===== src/rtl/addb_seq_pkg.sv =====
// Shared definitions for the address-adder sequencer: the state set,
// the encodings of the two adder operand selects, and the rule that picks
// the next enabled step state at the end of an inner loop.
package addb_seq_pkg;

  typedef enum logic [3:0] {
    ST_IDLE,
    ST_PIX,
    ST_INC1,
    ST_INC2,
    ST_STF,
    ST_STI,
    ST_ST2,
    ST_RELOAD,
    ST_DONE
  } state_e;

  // addb mux select (B operand). Code 3 also selects A1 in the datapath,
  // but this block never drives it.
  localparam logic [1:0] ADDB_A1  = 2'd0;
  localparam logic [1:0] ADDB_A2  = 2'd1;
  localparam logic [1:0] ADDB_A1F = 2'd2;

  // A operand select.
  localparam logic [2:0] ADDA_A1_PIX   = 3'd0;
  localparam logic [2:0] ADDA_A2_PIX   = 3'd1;
  localparam logic [2:0] ADDA_A1F_STEP = 3'd2;
  localparam logic [2:0] ADDA_A1_STEP  = 3'd3;
  localparam logic [2:0] ADDA_A2_STEP  = 3'd4;

  // Step states run in the fixed order STF, STI, ST2; disabled ones are
  // skipped entirely. Called from INC2 (nothing done yet) or from a step
  // state; when no enabled step remains the sequence ends in RELOAD.
  function automatic state_e next_step(input state_e cur,
                                       input logic en_f,
                                       input logic en_i,
                                       input logic en_2);
    state_e nxt;
    nxt = ST_RELOAD;
    case (cur)
      ST_STF: begin
        if (en_i)      nxt = ST_STI;
        else if (en_2) nxt = ST_ST2;
      end
      ST_STI: begin
        if (en_2) nxt = ST_ST2;
      end
      ST_ST2: nxt = ST_RELOAD;
      default: begin
        if (en_f)      nxt = ST_STF;
        else if (en_i) nxt = ST_STI;
        else if (en_2) nxt = ST_ST2;
      end
    endcase
    return nxt;
  endfunction

endpackage


===== src/rtl/addb_seq_if.sv =====
// Command/handshake bundle between the blitter command registers, the
// sequencer and the address datapath. The sequencer is the slave side.
interface addb_seq_if #(
  parameter int CW = 16
);
  logic          start;
  logic          abort;
  logic [CW-1:0] inner_count;
  logic [CW-1:0] outer_count;
  logic          upda1f;
  logic          upda1;
  logic          upda2;
  logic          pix_ack;
  logic [1:0]    addbsel;
  logic [2:0]    addasel;
  logic          frac_cy_en;
  logic          a1_ld;
  logic          a1f_ld;
  logic          a2_ld;
  logic          busy;
  logic          done;
  logic [CW-1:0] inner_rem;

  modport master (
    output start, abort, inner_count, outer_count, upda1f, upda1, upda2, pix_ack,
    input  addbsel, addasel, frac_cy_en, a1_ld, a1f_ld, a2_ld, busy, done, inner_rem
  );

  modport slave (
    input  start, abort, inner_count, outer_count, upda1f, upda1, upda2, pix_ack,
    output addbsel, addasel, frac_cy_en, a1_ld, a1f_ld, a2_ld, busy, done, inner_rem
  );
endinterface


===== src/rtl/addb_seq_loop_cnt.sv =====
// Loadable down-counter with a zero flag. Load wins over decrement, and a
// decrement at zero is ignored so the count can never wrap.
module loop_cnt #(
  parameter int CW = 16
) (
  input  logic          clk,
  input  logic          resetl,
  input  logic          load,
  input  logic [CW-1:0] load_val,
  input  logic          dec,
  output logic [CW-1:0] count,
  output logic          zero
);

  logic [CW-1:0] count_reg;

  // Count register: reset, load, or saturating decrement.
  always_ff @(posedge clk) begin
    if (!resetl) begin
      count_reg <= '0;
    end else if (load) begin
      count_reg <= load_val;
    end else if (dec && (count_reg != '0)) begin
      count_reg <= count_reg - CW'(1);
    end
  end

  assign count = count_reg;
  assign zero  = (count_reg == '0);

endmodule


===== src/rtl/addb_seq.sv =====
// Address-adder sequencer. Issues the A1/A2 pixel-increment adds for each
// acknowledged pixel and the optional A1-fraction, A1 and A2 step adds at
// every inner-loop end except the last. All outputs are registered and
// decoded from the next state, so they line up with the state register.
module addb_seq
  import addb_seq_pkg::*;
#(
  parameter int CW = 16
) (
  input  logic         sys_clk,
  input  logic         resetl,
  addb_seq_if.slave    bus
);

  localparam int N_CNT = 2;  // counter 0: inner loop, counter 1: outer loop

  state_e state_reg, state_next;

  logic [CW-1:0] inner_len_reg;
  logic          upda1f_reg, upda1_reg, upda2_reg;

  logic [N_CNT-1:0] cnt_load, cnt_dec, cnt_zero;
  logic [CW-1:0]    cnt_load_val [N_CNT];
  logic [CW-1:0]    cnt_value    [N_CNT];

  logic [1:0] addbsel_reg, addbsel_next;
  logic [2:0] addasel_reg, addasel_next;
  logic       frac_cy_en_reg, frac_cy_en_next;
  logic       a1_ld_reg, a1_ld_next;
  logic       a1f_ld_reg, a1f_ld_next;
  logic       a2_ld_reg, a2_ld_next;
  logic       busy_reg, busy_next;
  logic       done_reg, done_next;

  logic start_ok, counts_zero, inner_last, outer_last;

  genvar gi;
  generate
    for (gi = 0; gi < N_CNT; gi++) begin : g_cnt
      loop_cnt #(.CW(CW)) u_cnt (
        .clk      (sys_clk),
        .resetl   (resetl),
        .load     (cnt_load[gi]),
        .load_val (cnt_load_val[gi]),
        .dec      (cnt_dec[gi]),
        .count    (cnt_value[gi]),
        .zero     (cnt_zero[gi])
      );
    end
  endgenerate

  assign start_ok    = (state_reg == ST_IDLE) && bus.start && !bus.abort;
  assign counts_zero = (bus.inner_count == '0) || (bus.outer_count == '0);
  // The decrement taken in INC2 brings the counter to zero.
  assign inner_last  = (cnt_value[0] == CW'(1));
  assign outer_last  = (cnt_value[1] == CW'(1));

  // Command latch: inner length for RELOAD and the three step enables.
  always_ff @(posedge sys_clk) begin
    if (!resetl) begin
      inner_len_reg <= '0;
      upda1f_reg    <= 1'b0;
      upda1_reg     <= 1'b0;
      upda2_reg     <= 1'b0;
    end else if (start_ok) begin
      inner_len_reg <= bus.inner_count;
      upda1f_reg    <= bus.upda1f;
      upda1_reg     <= bus.upda1;
      upda2_reg     <= bus.upda2;
    end
  end

  // State register.
  always_ff @(posedge sys_clk) begin
    if (!resetl) state_reg <= ST_IDLE;
    else         state_reg <= state_next;
  end

  // Next state, counter control and next-cycle output decode.
  always_comb begin
    state_next      = state_reg;
    cnt_load        = '0;
    cnt_dec         = '0;
    cnt_load_val[0] = '0;
    cnt_load_val[1] = '0;

    case (state_reg)
      ST_IDLE: begin
        if (bus.start && !counts_zero) begin
          state_next      = ST_PIX;
          cnt_load        = '1;
          cnt_load_val[0] = bus.inner_count;
          cnt_load_val[1] = bus.outer_count;
        end
      end
      ST_PIX:  if (bus.pix_ack) state_next = ST_INC1;
      ST_INC1: state_next = ST_INC2;
      ST_INC2: begin
        cnt_dec[0] = !cnt_zero[0];
        if (!inner_last) begin
          state_next = ST_PIX;
        end else begin
          cnt_dec[1] = !cnt_zero[1];
          if (outer_last) state_next = ST_DONE;
          else            state_next = next_step(ST_INC2, upda1f_reg, upda1_reg, upda2_reg);
        end
      end
      ST_STF, ST_STI, ST_ST2: begin
        state_next = next_step(state_reg, upda1f_reg, upda1_reg, upda2_reg);
      end
      ST_RELOAD: state_next = ST_PIX;
      ST_DONE:   state_next = ST_IDLE;
      default:   state_next = ST_IDLE;
    endcase

    // Refill the inner counter as RELOAD is entered so the next pixel
    // loop starts from the full length.
    if (state_next == ST_RELOAD) begin
      cnt_load[0]     = 1'b1;
      cnt_load_val[0] = inner_len_reg;
    end

    // Abort overrides everything, including a start in the same cycle.
    if (bus.abort) begin
      state_next      = ST_IDLE;
      cnt_load        = '1;
      cnt_load_val[0] = '0;
      cnt_load_val[1] = '0;
      cnt_dec         = '0;
    end

    addbsel_next    = ADDB_A1;
    addasel_next    = ADDA_A1_PIX;
    frac_cy_en_next = 1'b0;
    a1_ld_next      = 1'b0;
    a1f_ld_next     = 1'b0;
    a2_ld_next      = 1'b0;
    case (state_next)
      ST_INC1: begin
        a1_ld_next = 1'b1;
      end
      ST_INC2: begin
        addbsel_next = ADDB_A2;
        addasel_next = ADDA_A2_PIX;
        a2_ld_next   = 1'b1;
      end
      ST_STF: begin
        addbsel_next = ADDB_A1F;
        addasel_next = ADDA_A1F_STEP;
        a1f_ld_next  = 1'b1;
      end
      ST_STI: begin
        addbsel_next    = ADDB_A1;
        addasel_next    = ADDA_A1_STEP;
        a1_ld_next      = 1'b1;
        frac_cy_en_next = upda1f_reg;
      end
      ST_ST2: begin
        addbsel_next = ADDB_A2;
        addasel_next = ADDA_A2_STEP;
        a2_ld_next   = 1'b1;
      end
      default: ;
    endcase

    busy_next = (state_next != ST_IDLE);
    done_next = (state_next == ST_DONE) || (start_ok && counts_zero);
  end

  // Output registers.
  always_ff @(posedge sys_clk) begin
    if (!resetl) begin
      addbsel_reg    <= ADDB_A1;
      addasel_reg    <= ADDA_A1_PIX;
      frac_cy_en_reg <= 1'b0;
      a1_ld_reg      <= 1'b0;
      a1f_ld_reg     <= 1'b0;
      a2_ld_reg      <= 1'b0;
      busy_reg       <= 1'b0;
      done_reg       <= 1'b0;
    end else begin
      addbsel_reg    <= addbsel_next;
      addasel_reg    <= addasel_next;
      frac_cy_en_reg <= frac_cy_en_next;
      a1_ld_reg      <= a1_ld_next;
      a1f_ld_reg     <= a1f_ld_next;
      a2_ld_reg      <= a2_ld_next;
      busy_reg       <= busy_next;
      done_reg       <= done_next;
    end
  end

  assign bus.addbsel    = addbsel_reg;
  assign bus.addasel    = addasel_reg;
  assign bus.frac_cy_en = frac_cy_en_reg;
  assign bus.a1_ld      = a1_ld_reg;
  assign bus.a1f_ld     = a1f_ld_reg;
  assign bus.a2_ld      = a2_ld_reg;
  assign bus.busy       = busy_reg;
  assign bus.done       = done_reg;
  assign bus.inner_rem  = cnt_value[0];

endmodule

===== src/flat_wrapper.sv =====
// flat-port wrapper written by rule: the top's interface ports become plain ports
module addb_seq_flat import addb_seq_pkg::*;
#(
  parameter int CW = 16
)
  (sys_clk, resetl, bus_start, bus_abort, bus_inner_count, bus_outer_count, bus_upda1f, bus_upda1, bus_upda2, bus_pix_ack, bus_addbsel, bus_addasel, bus_frac_cy_en, bus_a1_ld, bus_a1f_ld, bus_a2_ld, bus_busy, bus_done, bus_inner_rem);
  addb_seq_if #(.CW(CW)) bus_i ();
  input  logic sys_clk;
  input  logic resetl;
  input wire logic [$bits(bus_i.start)-1:0] bus_start;
  input wire logic [$bits(bus_i.abort)-1:0] bus_abort;
  input wire logic [$bits(bus_i.inner_count)-1:0] bus_inner_count;
  input wire logic [$bits(bus_i.outer_count)-1:0] bus_outer_count;
  input wire logic [$bits(bus_i.upda1f)-1:0] bus_upda1f;
  input wire logic [$bits(bus_i.upda1)-1:0] bus_upda1;
  input wire logic [$bits(bus_i.upda2)-1:0] bus_upda2;
  input wire logic [$bits(bus_i.pix_ack)-1:0] bus_pix_ack;
  output wire logic [$bits(bus_i.addbsel)-1:0] bus_addbsel;
  output wire logic [$bits(bus_i.addasel)-1:0] bus_addasel;
  output wire logic [$bits(bus_i.frac_cy_en)-1:0] bus_frac_cy_en;
  output wire logic [$bits(bus_i.a1_ld)-1:0] bus_a1_ld;
  output wire logic [$bits(bus_i.a1f_ld)-1:0] bus_a1f_ld;
  output wire logic [$bits(bus_i.a2_ld)-1:0] bus_a2_ld;
  output wire logic [$bits(bus_i.busy)-1:0] bus_busy;
  output wire logic [$bits(bus_i.done)-1:0] bus_done;
  output wire logic [$bits(bus_i.inner_rem)-1:0] bus_inner_rem;
  assign bus_i.start = bus_start;
  assign bus_i.abort = bus_abort;
  assign bus_i.inner_count = bus_inner_count;
  assign bus_i.outer_count = bus_outer_count;
  assign bus_i.upda1f = bus_upda1f;
  assign bus_i.upda1 = bus_upda1;
  assign bus_i.upda2 = bus_upda2;
  assign bus_i.pix_ack = bus_pix_ack;
  assign bus_addbsel = bus_i.addbsel;
  assign bus_addasel = bus_i.addasel;
  assign bus_frac_cy_en = bus_i.frac_cy_en;
  assign bus_a1_ld = bus_i.a1_ld;
  assign bus_a1f_ld = bus_i.a1f_ld;
  assign bus_a2_ld = bus_i.a2_ld;
  assign bus_busy = bus_i.busy;
  assign bus_done = bus_i.done;
  assign bus_inner_rem = bus_i.inner_rem;
  addb_seq #(.CW(CW)) u_core (.sys_clk(sys_clk), .resetl(resetl), .bus(bus_i));
endmodule

===== config.mk =====
export PLATFORM = sky130hd
export DESIGN_NAME = addb_seq_flat
export DESIGN_NICKNAME = d
export VERILOG_FILES = /design/src/rtl/addb_seq_pkg.sv /design/src/rtl/addb_seq_if.sv /design/src/rtl/addb_seq_loop_cnt.sv /design/src/rtl/addb_seq.sv /design/src/flat_wrapper.sv
export SDC_FILE = /design/constraint.sdc
export NUM_CORES = 1
export LEC_CHECK = 0
export CELL_PAD_IN_SITES_DETAIL_PLACEMENT = 1
export CELL_PAD_IN_SITES_GLOBAL_PLACEMENT = 2
export CORE_MARGIN = 2
export CORE_UTILIZATION = 32
export CTS_BUF_LIST = sky130_fd_sc_hd__clkbuf_8 sky130_fd_sc_hd__clkbuf_16
export DETAILED_ROUTE_END_ITERATION = 6
export PLACE_DENSITY = 0.85
export SYNTH_ARGS = -nofsm -noshare
export SYNTH_HDL_FRONTEND = slang
export SYNTH_SLANG_ARGS = --single-unit

===== constraint.sdc =====
create_clock -name sys_clk -period 2.84 [get_ports sys_clk]
set_clock_uncertainty 0.2 [all_clocks]
set_input_delay 0.71 -clock sys_clk [delete_from_list [all_inputs] [get_ports sys_clk]]
set_output_delay 0.71 -clock sys_clk [all_outputs]
set_load 0.02 [all_outputs]

==> qor.csv <==
stage;metric;value;unit
power_and_ir_drop;Peak VDD IR;216;uV
worst_setup_path;cell count along the critical path;7;
cells_and_area;FILL cells;1337;
cells_and_area;most frequent cells in the layout;buf_4, dfxtp_1, clkdlybuf4s50_1, nor2_1, a21oi_1;
worst_hold_path;HP Class;reg -> reg;
logic_synthesis;Post-synth EDFFs;0;
clocking;clk root buf;clkbuf_16;
cells_and_area;post-route insts no fill;695;
worst_setup_path;Worst Reg-to-Reg Cells;10;
clocking;CTS tree;done;
worst_setup_path;largest fanout on the critical path;7;
global_routing;Overflow after GRT;0;
global_routing;initial antenna violation count;0;
logic_synthesis;Synth cell types;66;
cells_and_area;layout cell share with drive strength beyond 1;0.246;
global_routing;largest net degree at the start of global routing;24;
routing;violation count after the first detailed-route iteration;179;
clocking;Hold Buf Count CTS;0;
global_routing;vias in the first global route;4115;
logic_synthesis;Mapped Area;3820;um^2
cells_and_area;commonest non-fill, non-tap cell in the layout;buf_4;
worst_setup_path;WP buf/inv;2;
logic_synthesis;number of synthesized register bits;65;
worst_setup_path;RR Startpoint;u_core.g_cnt[1].u_cnt.count[1];
cells_and_area;final net count;593;
timing;fraction of the cycle the final worst path needs;0.979;
cells_and_area;P&R area growth vs syn;46.6;%
routing;total number of vias;3998;
timing;minimum clock period;2780;ps
clocking;clock-pin slew on the worst setup and hold paths;50;ps
floorplanning;Initial Util;0.331;
logic_synthesis;Syn Area/Cell;8.90;um^2
floorplanning;# rows;39;
routing;drc violations;0;
clocking;TritonCTS Sinks;65;
floorplanning;io pins;67;
cells_and_area;n_diodes;0;
worst_setup_path;CP Capture Type;register;
power_and_ir_drop;PwrDens;498;nW/um^2
logic_synthesis;asr flop ratio synth;0;
place;last weighted congestion value of the routability-driven placer;0.849;
clocking;worst skew pair latency;330;ps
floorplanning;area of the core;11600;um^2
timing;actual slew at the worst max-slew pin;776;ps
cells_and_area;Design Area, Final;5610;um^2
timing;max_slew headroom;0.478;
place;Placed Instances;671;
clocking;CTS buffer count;9;
routing;Final ANT Viol Nets;0;
routing;DRT Pass-1 Iters;4;
logic_synthesis;top_reg_cell synth;dfxtp_1;
cells_and_area;Largest register FFs;32;
power_and_ir_drop;leakage;2.36;nW
worst_setup_path;crit-path leading delay family;simple AND/OR/NAND/NOR gates;
floorplanning;Die X;113;um
timing;Setup-failing EPs final;0;
worst_setup_path;RR Endpoint;u_core.g_cnt[0].u_cnt.count[6];
worst_setup_path;max incr delay on CP;540;ps
logic_synthesis;YS warnings;0;
timing;final-report max-slew violation count;0;
logic_synthesis;Seq/Total Area, Yosys;0.340;
cells_and_area;Util after Layout;0.485;
floorplanning;die area;12800;um^2
power_and_ir_drop;overall power;2.79;mW
routing;DR WL/cell;19.7;um
worst_setup_path;CP Data Arrival Time;2830;ps
routing;final WL;13.7;mm
timing;Final TNS setup;0;ps
worst_setup_path;Critical Path RT;2890;ps
timing;Max Freq;360;MHz
status;outcome;complete, no violations;
floorplanning;Die Y-Extent;113;um
place;HPWL Detailed;9.50;mm
clocking;clk buf depth;2;
worst_setup_path;CP endpoint;u_core.g_cnt[0].u_cnt.count[6];
logic_synthesis;Syn Nets;476;
worst_setup_path;Crit Path Class;in -> reg;
global_routing;first-pass GRT wire length;21.3;mm
timing;Fin. Hold Viols;0;
routing;Vias/cell;5.75;
global_routing;GRT Util Overall;0.209;
worst_setup_path;Worst path slowest cell;or4_4;
clocking;H-tree Lvls;3;
worst_setup_path;r2r setup slk;80;ps
worst_setup_path;crit start category;input pin;
place;I/O Buffers;66;
worst_setup_path;crit path from;bus_outer_count[12];
flow_run;max_cap viols;0;
logic_synthesis;Syn Inst Count;430;
place;DP Area;5040;um^2
worst_setup_path;CP Cell Sequence;clkdlybuf4s50_1, nor4_2, buf_4, nand4_1, a31o_4, or4_4, a221oi_2;
==> what timing repair did <==
action                     4_1_cts  5_1_grt
gates cloned                     0        3
setup endpoints to repair       31       26
setup buffers                    1        4
gates resized for setup         12       36
pin swaps                        4       16
==> metal layers <==
metal | up-vias | routed length (um) | share of wire | global-route usage
met2 | 102 | 6670 | 0.49 | 0.358
met4 | 0 | 259 | 0.019 | 0.0650
met5 | - | 0 | 0 | 0
met3 | 23 | 621 | 0.045 | 0.0343
met1 | 1991 | 6140 | 0.45 | 0.270
li1 | 1882 | - | - | -
==> cell families after synthesis <==
family                   synth area share
adder cells (fa/ha/maj)            0.0196
XOR/XNOR                           0.0229
buffers and inverters              0.0788
flip-flops                          0.340
AND/OR/NAND/NOR                     0.238
multiplexers                       0.0497
AO/OA/AOI/OAI                       0.250
==> worst min-delay path: stages, from the launching register on <==
cell	delay, ps
dfxtp_1	320
mux2i_1	70
nor2_1	70
==> worst min-delay path by stage <==
stage	from	end	depth (start not counted)	slack [ps]
finish	u_core.inner_len_reg[6]	u_core.inner_len_reg[6]	2	300
global route	u_core.inner_len_reg[12]	u_core.inner_len_reg[12]	2	330
CTS	u_core.inner_len_reg[6]	u_core.inner_len_reg[6]	2	300
detailed placement	u_core.inner_len_reg[6]	u_core.inner_len_reg[6]	2	290
global placement	u_core.inner_len_reg[5]	u_core.inner_len_reg[5]	2	280
floorplan	u_core.inner_len_reg[14]	u_core.inner_len_reg[14]	2	260
==> cells in the mapped netlist (2+ instances only) <==
cell type / instances / share of area
a22o_1: 4 / 0.0092
nand4_1: 8 / 0.013
xnor2_1: 5 / 0.011
o22ai_1: 5 / 0.0082
o21ba_2: 2 / 0.0052
xor2_1: 5 / 0.011
or2_2: 2 / 0.0033
o221a_1: 10 / 0.029
or3_1: 2 / 0.0033
buf_2: 4 / 0.0052
a41oi_1: 3 / 0.0069
o21ai_0: 4 / 0.0052
a211oi_1: 14 / 0.027
a32oi_1: 2 / 0.0046
a22oi_1: 7 / 0.014
nor4_1: 12 / 0.020
dfxtp_1: 65 / 0.34
inv_1: 14 / 0.014
nand2b_1: 4 / 0.0065
a32o_1: 12 / 0.031
mux2i_1: 19 / 0.050
and2_1: 4 / 0.0065
and3_1: 6 / 0.0098
a221oi_1: 4 / 0.0092
clkbuf_1: 20 / 0.020
and4_1: 5 / 0.011
a21o_1: 2 / 0.0039
o211ai_1: 2 / 0.0039
buf_4: 17 / 0.033
nor3_2: 2 / 0.0052
nor4_2: 2 / 0.0065
nor3b_1: 7 / 0.014
nor2_1: 44 / 0.043
nand2_1: 10 / 0.0098
a221oi_2: 4 / 0.016
buf_6: 2 / 0.0059
nand3_1: 8 / 0.010
a21oi_1: 24 / 0.031
nand4b_1: 2 / 0.0046
nor2b_1: 4 / 0.0065
a31oi_1: 8 / 0.013
ha_1: 6 / 0.020
or4_1: 6 / 0.012
nor3_1: 16 / 0.021
==> stage by stage <==
stage | hold WS (ps) | setup slack [ps]
floorplan | 263 | 204
global placement | 275 | -445
detailed placement | 290 | -493
CTS | 303 | -0.151
global route | 334 | -38.2
finish | 300 | 60.7
==> area by class of cell <==
type                    instances  area, um^2  area share
multi-input cells             308        2380       0.425
repair buffers                148        1390       0.248
flip-flops and latches         65        1300       0.232
clock buffers                  13         280      0.0500
well taps                     143         179      0.0319
inverters                      15        56.3      0.0100
clock inverters                 3        15.0     0.00268
==> where the power goes <==
part	switching (mW)	total [mW]	internal, mW
clock	0.403	1.08	0.680
sequential	0.0500	1.01	0.957
combinational	0.366	0.701	0.336
total	0.819	2.79	1.97
(Power assumes the default switching activity.)
